File: src/rtl/mem_arbiter.sv
`default_nettype none
// ============================================================================
// Module      : mem_arbiter
// Description : Shares one single-port word memory between an instruction
//               fetch port (I, read-only) and a load/store port (D). At most
//               one access is granted per cycle. Each port has one registered
//               response slot that is held until the requester consumes it.
//               Misaligned or out-of-range accesses are accepted but flagged
//               with rerr=1, return rdata=0 and never write memory.
// Config      : ARB_ROUND_ROBIN_EN defined   -> ties go to the port not
//                                               granted most recently.
//               ARB_ROUND_ROBIN_EN undefined -> fixed priority, D wins ties.
// Ports       : clk, rst (async, active-high)
//               I port : i_req, i_addr, i_ready, i_rvalid, i_rready,
//                        i_rdata, i_rerr
//               D port : d_req, d_we, d_addr, d_wdata, d_ready, d_rvalid,
//                        d_rready, d_rdata, d_rerr
//               Memory : mem_addr, mem_we, mem_wdata, mem_rdata (comb. read)
// Revision    : 1.0 - initial release
// ============================================================================
module mem_arbiter #(
    parameter int ADDR_W      = 32,
    parameter int DATA_W      = 32,
    parameter int DEPTH_WORDS = 32
) (
    input  logic              clk,
    input  logic              rst,
    // Instruction-fetch port
    input  logic              i_req,
    input  logic [ADDR_W-1:0] i_addr,
    output logic              i_ready,
    output logic              i_rvalid,
    input  logic              i_rready,
    output logic [DATA_W-1:0] i_rdata,
    output logic              i_rerr,
    // Load/store port
    input  logic              d_req,
    input  logic              d_we,
    input  logic [ADDR_W-1:0] d_addr,
    input  logic [DATA_W-1:0] d_wdata,
    output logic              d_ready,
    output logic              d_rvalid,
    input  logic              d_rready,
    output logic [DATA_W-1:0] d_rdata,
    output logic              d_rerr,
    // Memory side
    output logic [ADDR_W-1:0] mem_addr,
    output logic              mem_we,
    output logic [DATA_W-1:0] mem_wdata,
    input  logic [DATA_W-1:0] mem_rdata
);

    localparam logic [ADDR_W-3:0] c_DEPTH_WORDS = (ADDR_W-2)'(DEPTH_WORDS);

    // Response slots and memory address hold register
    logic              i_rvalid_q, i_rvalid_d;
    logic [DATA_W-1:0] i_rdata_q,  i_rdata_d;
    logic              i_rerr_q,   i_rerr_d;
    logic              d_rvalid_q, d_rvalid_d;
    logic [DATA_W-1:0] d_rdata_q,  d_rdata_d;
    logic              d_rerr_q,   d_rerr_d;
    logic [ADDR_W-1:0] mem_addr_q, mem_addr_d;

    logic w_i_err, w_d_err;
    logic w_i_elig, w_d_elig;
    logic w_i_gnt, w_d_gnt;

    function automatic logic addr_err(input logic [ADDR_W-1:0] a);
        return (a[1:0] != 2'b00) || (a[ADDR_W-1:2] >= c_DEPTH_WORDS);
    endfunction

    assign w_i_err = addr_err(i_addr);
    assign w_d_err = addr_err(d_addr);

    // A port may be accepted when its response slot is free or is being
    // drained on this same edge.
    assign w_i_elig = i_req & (~i_rvalid_q | i_rready);
    assign w_d_elig = d_req & (~d_rvalid_q | d_rready);

`ifdef ARB_ROUND_ROBIN_EN
    // 1 = D was granted most recently; reset value makes I win the first tie.
    logic last_grant_d_q, last_grant_d_d;

    // Grants are masked by rst so ready/mem_we drop as soon as reset asserts.
    assign w_i_gnt = ~rst & w_i_elig & (~w_d_elig |  last_grant_d_q);
    assign w_d_gnt = ~rst & w_d_elig & (~w_i_elig | ~last_grant_d_q);

    always_comb begin
        last_grant_d_d = last_grant_d_q;
        if (w_d_gnt) begin
            last_grant_d_d = 1'b1;
        end else if (w_i_gnt) begin
            last_grant_d_d = 1'b0;
        end
    end

    always_ff @(posedge clk or posedge rst) begin
        if (rst) begin
            last_grant_d_q <= 1'b1;
        end else begin
            last_grant_d_q <= last_grant_d_d;
        end
    end
`else
    // Fixed priority: D always wins a tie.
    assign w_d_gnt = ~rst & w_d_elig;
    assign w_i_gnt = ~rst & w_i_elig & ~w_d_elig;
`endif

    // Next-state for response slots and the memory address hold register
    always_comb begin
        i_rvalid_d = i_rvalid_q;
        i_rdata_d  = i_rdata_q;
        i_rerr_d   = i_rerr_q;
        d_rvalid_d = d_rvalid_q;
        d_rdata_d  = d_rdata_q;
        d_rerr_d   = d_rerr_q;
        mem_addr_d = mem_addr_q;

        // A new accept takes precedence over a drain, giving back-to-back
        // responses without a bubble.
        if (w_i_gnt) begin
            i_rvalid_d = 1'b1;
            i_rdata_d  = w_i_err ? '0 : mem_rdata;
            i_rerr_d   = w_i_err;
            mem_addr_d = i_addr;
        end else if (i_rvalid_q && i_rready) begin
            i_rvalid_d = 1'b0;
        end

        if (w_d_gnt) begin
            d_rvalid_d = 1'b1;
            d_rdata_d  = (w_d_err || d_we) ? '0 : mem_rdata;
            d_rerr_d   = w_d_err;
            mem_addr_d = d_addr;
        end else if (d_rvalid_q && d_rready) begin
            d_rvalid_d = 1'b0;
        end
    end

    always_ff @(posedge clk or posedge rst) begin
        if (rst) begin
            i_rvalid_q <= 1'b0;
            i_rdata_q  <= '0;
            i_rerr_q   <= 1'b0;
            d_rvalid_q <= 1'b0;
            d_rdata_q  <= '0;
            d_rerr_q   <= 1'b0;
            mem_addr_q <= '0;
        end else begin
            i_rvalid_q <= i_rvalid_d;
            i_rdata_q  <= i_rdata_d;
            i_rerr_q   <= i_rerr_d;
            d_rvalid_q <= d_rvalid_d;
            d_rdata_q  <= d_rdata_d;
            d_rerr_q   <= d_rerr_d;
            mem_addr_q <= mem_addr_d;
        end
    end

    // Outputs
    assign i_ready  = w_i_gnt;
    assign d_ready  = w_d_gnt;
    assign i_rvalid = i_rvalid_q;
    assign i_rdata  = i_rdata_q;
    assign i_rerr   = i_rerr_q;
    assign d_rvalid = d_rvalid_q;
    assign d_rdata  = d_rdata_q;
    assign d_rerr   = d_rerr_q;

    // Address follows the granted port combinationally so mem_rdata is valid
    // on the accepting edge; with no grant the last address is held.
    assign mem_addr  = w_i_gnt ? i_addr : (w_d_gnt ? d_addr : mem_addr_q);
    assign mem_we    = w_d_gnt & d_we & ~w_d_err;
    assign mem_wdata = rst ? '0 : d_wdata;

endmodule
`default_nettype wire

File: config.mk
export PLATFORM = sky130hd
export DESIGN_NAME = mem_arbiter
export DESIGN_NICKNAME = d
export VERILOG_FILES = /design/src/rtl/mem_arbiter.sv
export SDC_FILE = /design/constraint.sdc
export NUM_CORES = 1
export LEC_CHECK = 0
export BUFFER_PORTS_ARGS = -buffer_cell sky130_fd_sc_hd__clkbuf_2
export CORE_AREA = 2 2 106 108
export CTS_CLUSTER_DIAMETER = 30
export DETAILED_ROUTE_END_ITERATION = 8
export DIE_AREA = 0 0 108 110
export GPL_TIMING_DRIVEN = 0
export PLACE_DENSITY = 0.79
export REMOVE_ABC_BUFFERS = 1
export SYNTH_ARGS = -nofsm -noshare
export SYNTH_HDL_FRONTEND = slang
export SYNTH_SLANG_ARGS = --single-unit
File: constraint.sdc
create_clock -name clk -period 9.7 [get_ports clk]
set_input_delay 0 -clock clk [delete_from_list [all_inputs] [get_ports clk]]
set_output_delay 0 -clock clk [all_outputs]
set_load 0.01 [all_outputs]
# Word level (Yosys, flattened, before mapping)

Index checks and enable logic that the tools add are counted.
W data, S select, Z words.

Bits in registers: 100
Bits in latches: 0
Memory bits (writable): 0
Memory bits (read-only): 0
Bits of input ports: 135
Output and inout bits: 135
Logic and storage cells: 44
Memories kept: 0

$add $sub $neg: 0
Multipliers: 0
Divide/modulo/power cells: 0
$lt $le $gt $ge: 2
Eq/ne operators: 0
Shifts and indexed selects: 0
Mux-type cells: 11
Bitwise gates (word level): 14
Reductions and logical operators: 10

Operators with widths:

| operator              | count |
|---|---|
| $mux W32              | 7 |
| $ge A30 B6 Y1 const B | 2 |
| $reduce_bool A2 Y1    | 5 |
| $and A1 B1 Y1         | 7 |
| $not A1 Y1            | 5 |
| $mux W1               | 4 |
| $logic_or A1 B1 Y1    | 3 |
| $logic_and A1 B1 Y1   | 2 |
| $or A1 B1 Y1          | 2 |

# Depth between registers and ports, before layout

Depth in word-level cells: 7
Depth in mapped cells: 7
Mapped depth without buffers: 5

# Worst setup path before layout

Ideal clock, no wire load.

Path type: input to output
Start point: in rst
End point: out mem_we
Arrival time: 3,448 ps
Data required time: 9,700 ps
Setup slack: 6,252 ps
Stages on the path: 6
Path buffers: 1
Cells stage by stage: inv_1 nand3_1 inv_2 nand3_1 buf_2 nor3_1

Word-level cells in the longest chain between the ends: 4

RTL lines:

| element                     | line | source |
|---|---|---|
| start, declared             | 27   | `input logic rst,` |
| $not A1 Y1                  | 106  | `assign w_d_gnt = ~rst & w_d_elig;` |
| $and A1 B1 Y1               | 106  |  |
| $and A1 B1 Y1 (2 in series) | 174  | `assign mem_we = w_d_gnt & d_we & ~w_d_err;` |
| end, declared               | 48   | `output logic mem_we,` |

Every way passes these cells.

# Worst setup path after layout

Ends and elaborated chain as after synthesis.

==> insert_results.sql <==
INSERT INTO impl_metrics (metric_group, metric, value, unit) VALUES
('status', 'status', 'complete, no violations', ''),
('placement', 'io_buffers', '269', ''),
('setup_path', 'setup_slack_of_the_most_critical_reg_to_reg_path', '6.33', 'ns'),
('timing', 'fmax', '279', 'MHz'),
('synth', 'yosysWarnings', '0', ''),
('setup_path', 'cp_data_arrival_time', '3.58', 'ns'),
('global_routing', 'antenna_found_initial', '1', ''),
('placement', 'detailedPlace.worstSlack', '6.17', 'ns'),
('global_routing', 'grt_first_pass_wirelength', '26.7', 'mm'),
('timing', 'final-setup-viol-count', '0', ''),
('routing', 'avgViaCountPerCell', '5.45', ''),
('floorplan', 'design.portCount', '270', ''),
('global_routing', 'globalRoute.totalOverflow', '0', ''),
('placement', 'place.detailed.instances', '901', ''),
('floorplan', 'initial_core_util', '0.434', ''),
('timing', 'max_slew.worst_pin.slew', '1.22', 'ns'),
('setup_path', 'regToRegStartpoint', 'd_rvalid', ''),
('power_and_ir_drop', 'design_power_total', '924', 'uW'),
('global_routing', 'grt_util_all_layers', '0.288', ''),
('clock_network', 'clk-insertion-delay-late', '0.37', 'ns'),
('synth', 'synth_top_area_cell', 'dfrtp_1', ''),
('layout', 'multi_input_area', '1950', 'um^2'),
('floorplan', 'core.rowCount', '38', ''),
('timing', 'hold_violations', '0', ''),
('power_and_ir_drop', 'power.density', '127', 'nW/um^2'),
('clock_network', 'tritoncts_num_sinks', '100', ''),
('clock_network', 'post_cts.repair.setup_buffers', '0', ''),
('synth', 'synthDistinctLibCells', '27', ''),
('setup_path', 'end_kind', 'output pin', ''),
('timing', 'grt_setup_unrepaired', 'false', ''),
('floorplan', 'die-area', '11900', 'um^2'),
('routing', 'routed_wl', '17.8', 'mm'),
('synth', 'yosysSeqAreaShare', '0.539', ''),
('layout', 'final_cell_area', '7270', 'um^2'),
('clock_network', 'ctsResizeCount', '0', ''),
('synth', 'postSynthRegisterBits', '100', ''),
('global_routing', 'maximum_number_of_pins_on_one_net_before_global_route_repair', '71', ''),
('clock_network', 'max_clock_buf_depth', '2', ''),
('synth', 'post_synth_main_area_contributors', 'dfrtp_1, nand2_1, nand3_1', ''),
('placement', 'place_area', '6100', 'um^2'),
('timing', 'setup_ws', '6.12', 'ns'),
('synth', 'syn_area', '4640', 'um^2'),
('job', 'maxCapViolCount', '0', ''),
('setup_path', 'endpoint_required_time_on_the_critical_path', '9.70', 'ns'),
('layout', 'syn_to_final_growth', '56.5', '%'),
('timing', 'final_max_slew_viol_count', '0', ''),
('synth', 'asyncSetResetFlopFracSynth', '1.00', ''),
('layout', 'area.sequential', '2500', 'um^2'),
('layout', 'fraction_of_final_layout_cells_with_drive_strength_greater_than_1', '0.356', ''),
('floorplan', 'core_region_area', '10700', 'um^2'),
('clock_network', 'h-tree-depth', '3', ''),
('setup_path', 'worstSetupPathType', 'in2out', ''),
('synth', 'synth-edff-count', '0', ''),
('setup_path', 'timing.critical_path.fanout_max', '70', ''),
('synth', 'synth.top_cell.area_share', '0.539', ''),
('synth', 'synth_top_cells_by_count', 'nand2_1, dfrtp_1, nand3_1', ''),
('routing', 'drt-pass1-iter-count', '6', ''),
('clock_network', 'path_clk_slew', '0.10', 'ns'),
('routing', 'drcViolationCount', '0', ''),
('clock_network', 'cts_made_buffers', '9', ''),
('setup_path', 'worstReg2RegEnd', 'mem_addr_q[11]', ''),
('clock_network', 'clockRootBuffer', 'clkbuf_8', ''),
('synth', 'synth_cells', '525', ''),
('floorplan', 'die-height', '110', 'um'),
('routing', 'route.antenna.remaining_nets', '0', ''),
('synth', 'synth_top_flop_cell', 'dfrtp_1', ''),
('timing', 'finalClockSkew', '0.0170', 'ns'),
('global_routing', 'grt_pass1_vias', '5388', ''),
('timing', 'crit_share_post_route', '0.369', ''),
('layout', 'total_of_fill_cells_in_the_finished_design', '784', ''),
('setup_path', 'cp-start-kind', 'input pin', '');
[worst max-delay path, stage by stage]
cell,delay (ns)
clkbuf_2,0.37
inv_4,0.47
buf_16,0.35
nand3_4,0.67
inv_2,0.86
nand3_2,0.20
buf_12,0.25
nor3_1,0.14
clkbuf_2,0.18
[metrics by stage]
| stage | hold slack, ns | util | TNS [ns] |
|---|---|---|---|
| finish | 0.0475 | 0.679 | 0 |
| global route | 0.0493 | 0.679 | 0 |
| CTS | 0.0364 | 0.679 | 0 |
| detailed placement | 0.239 | 0.570 | 0 |
| global placement | 0.231 | 0.558 | -5.81 |
| floorplan | 0.0464 | - | 0 |
[where the power goes]
part           leakage (nW)  internal (mW)  switching (mW)
Clock                 0.100          0.105           0.154
Sequential             1.33          0.441         0.00780
Combinational          2.32         0.0945           0.121
Total                  3.75          0.641           0.283
[area by class of cell]
class | instances | share of cell area
diodes | 1 | 0.000344
clock buffers | 10 | 0.0189
clock inverters | 6 | 0.00775
inverters | 6 | 0.00344
multi-input cells | 380 | 0.268
flip-flops and latches | 100 | 0.344
well taps | 140 | 0.0241
repair buffers | 372 | 0.333
[cells by family after synthesis]
family | count (synthesis) | synth area share
DFF | 100 | 0.539
AOI/OAI and AO/OA | 98 | 0.132
buffers and inverters | 45 | 0.0461
muxes | 1 | 0.00243
and+or+nand+nor | 281 | 0.280
[layer usage]
layer	global-route usage	wire, um
met3	0.0758	1890
met5	0	0
met4	0.134	584
met2	0.485	8670
met1	0.347	6620
[registers in the layout (all words and copies together) (netlist names)]
register    count
i_rdata        32
d_rvalid        1
d_rdata        32
d_rerr          1
i_rvalid        1
i_rerr          1
mem_addr_q     32
[layout by cell type, fill, tap and decap left out, types with 2 or more instances in the layout]
cell	netlist	final
buf_6	4	2
a22oi_1	32	32
nor4_1	9	9
buf_12	0	2
nor2b_1	33	33
o21ai_0	29	29
o21ai_2	9	9
dlygate4sd3_1	0	97
or4_4	2	2
nand2_1	161	161
dfrtp_1	100	100
inv_1	4	3
clkbuf_8	0	10
nand3_1	65	63
o21ai_1	26	26
inv_2	2	2
inv_6	0	3
and4_1	2	2
nand3_2	1	2
nand2b_1	2	2
nor3_1	3	3
clkbuf_2	0	269
[worst max path at each step]
stage                     startpoint     end  slack [ns]  depth (start not counted)
after floorplan                  rst  mem_we        3.16                          5
final                            rst  mem_we        6.12                          9
after global placement           rst  mem_we       -0.29                          7
after detailed placement         rst  mem_we        6.17                          9
after global routing             rst  mem_we        5.80                          9
after CTS                        rst  mem_we        6.16                          9
Note: power is estimated with default switching activity, not from simulation.
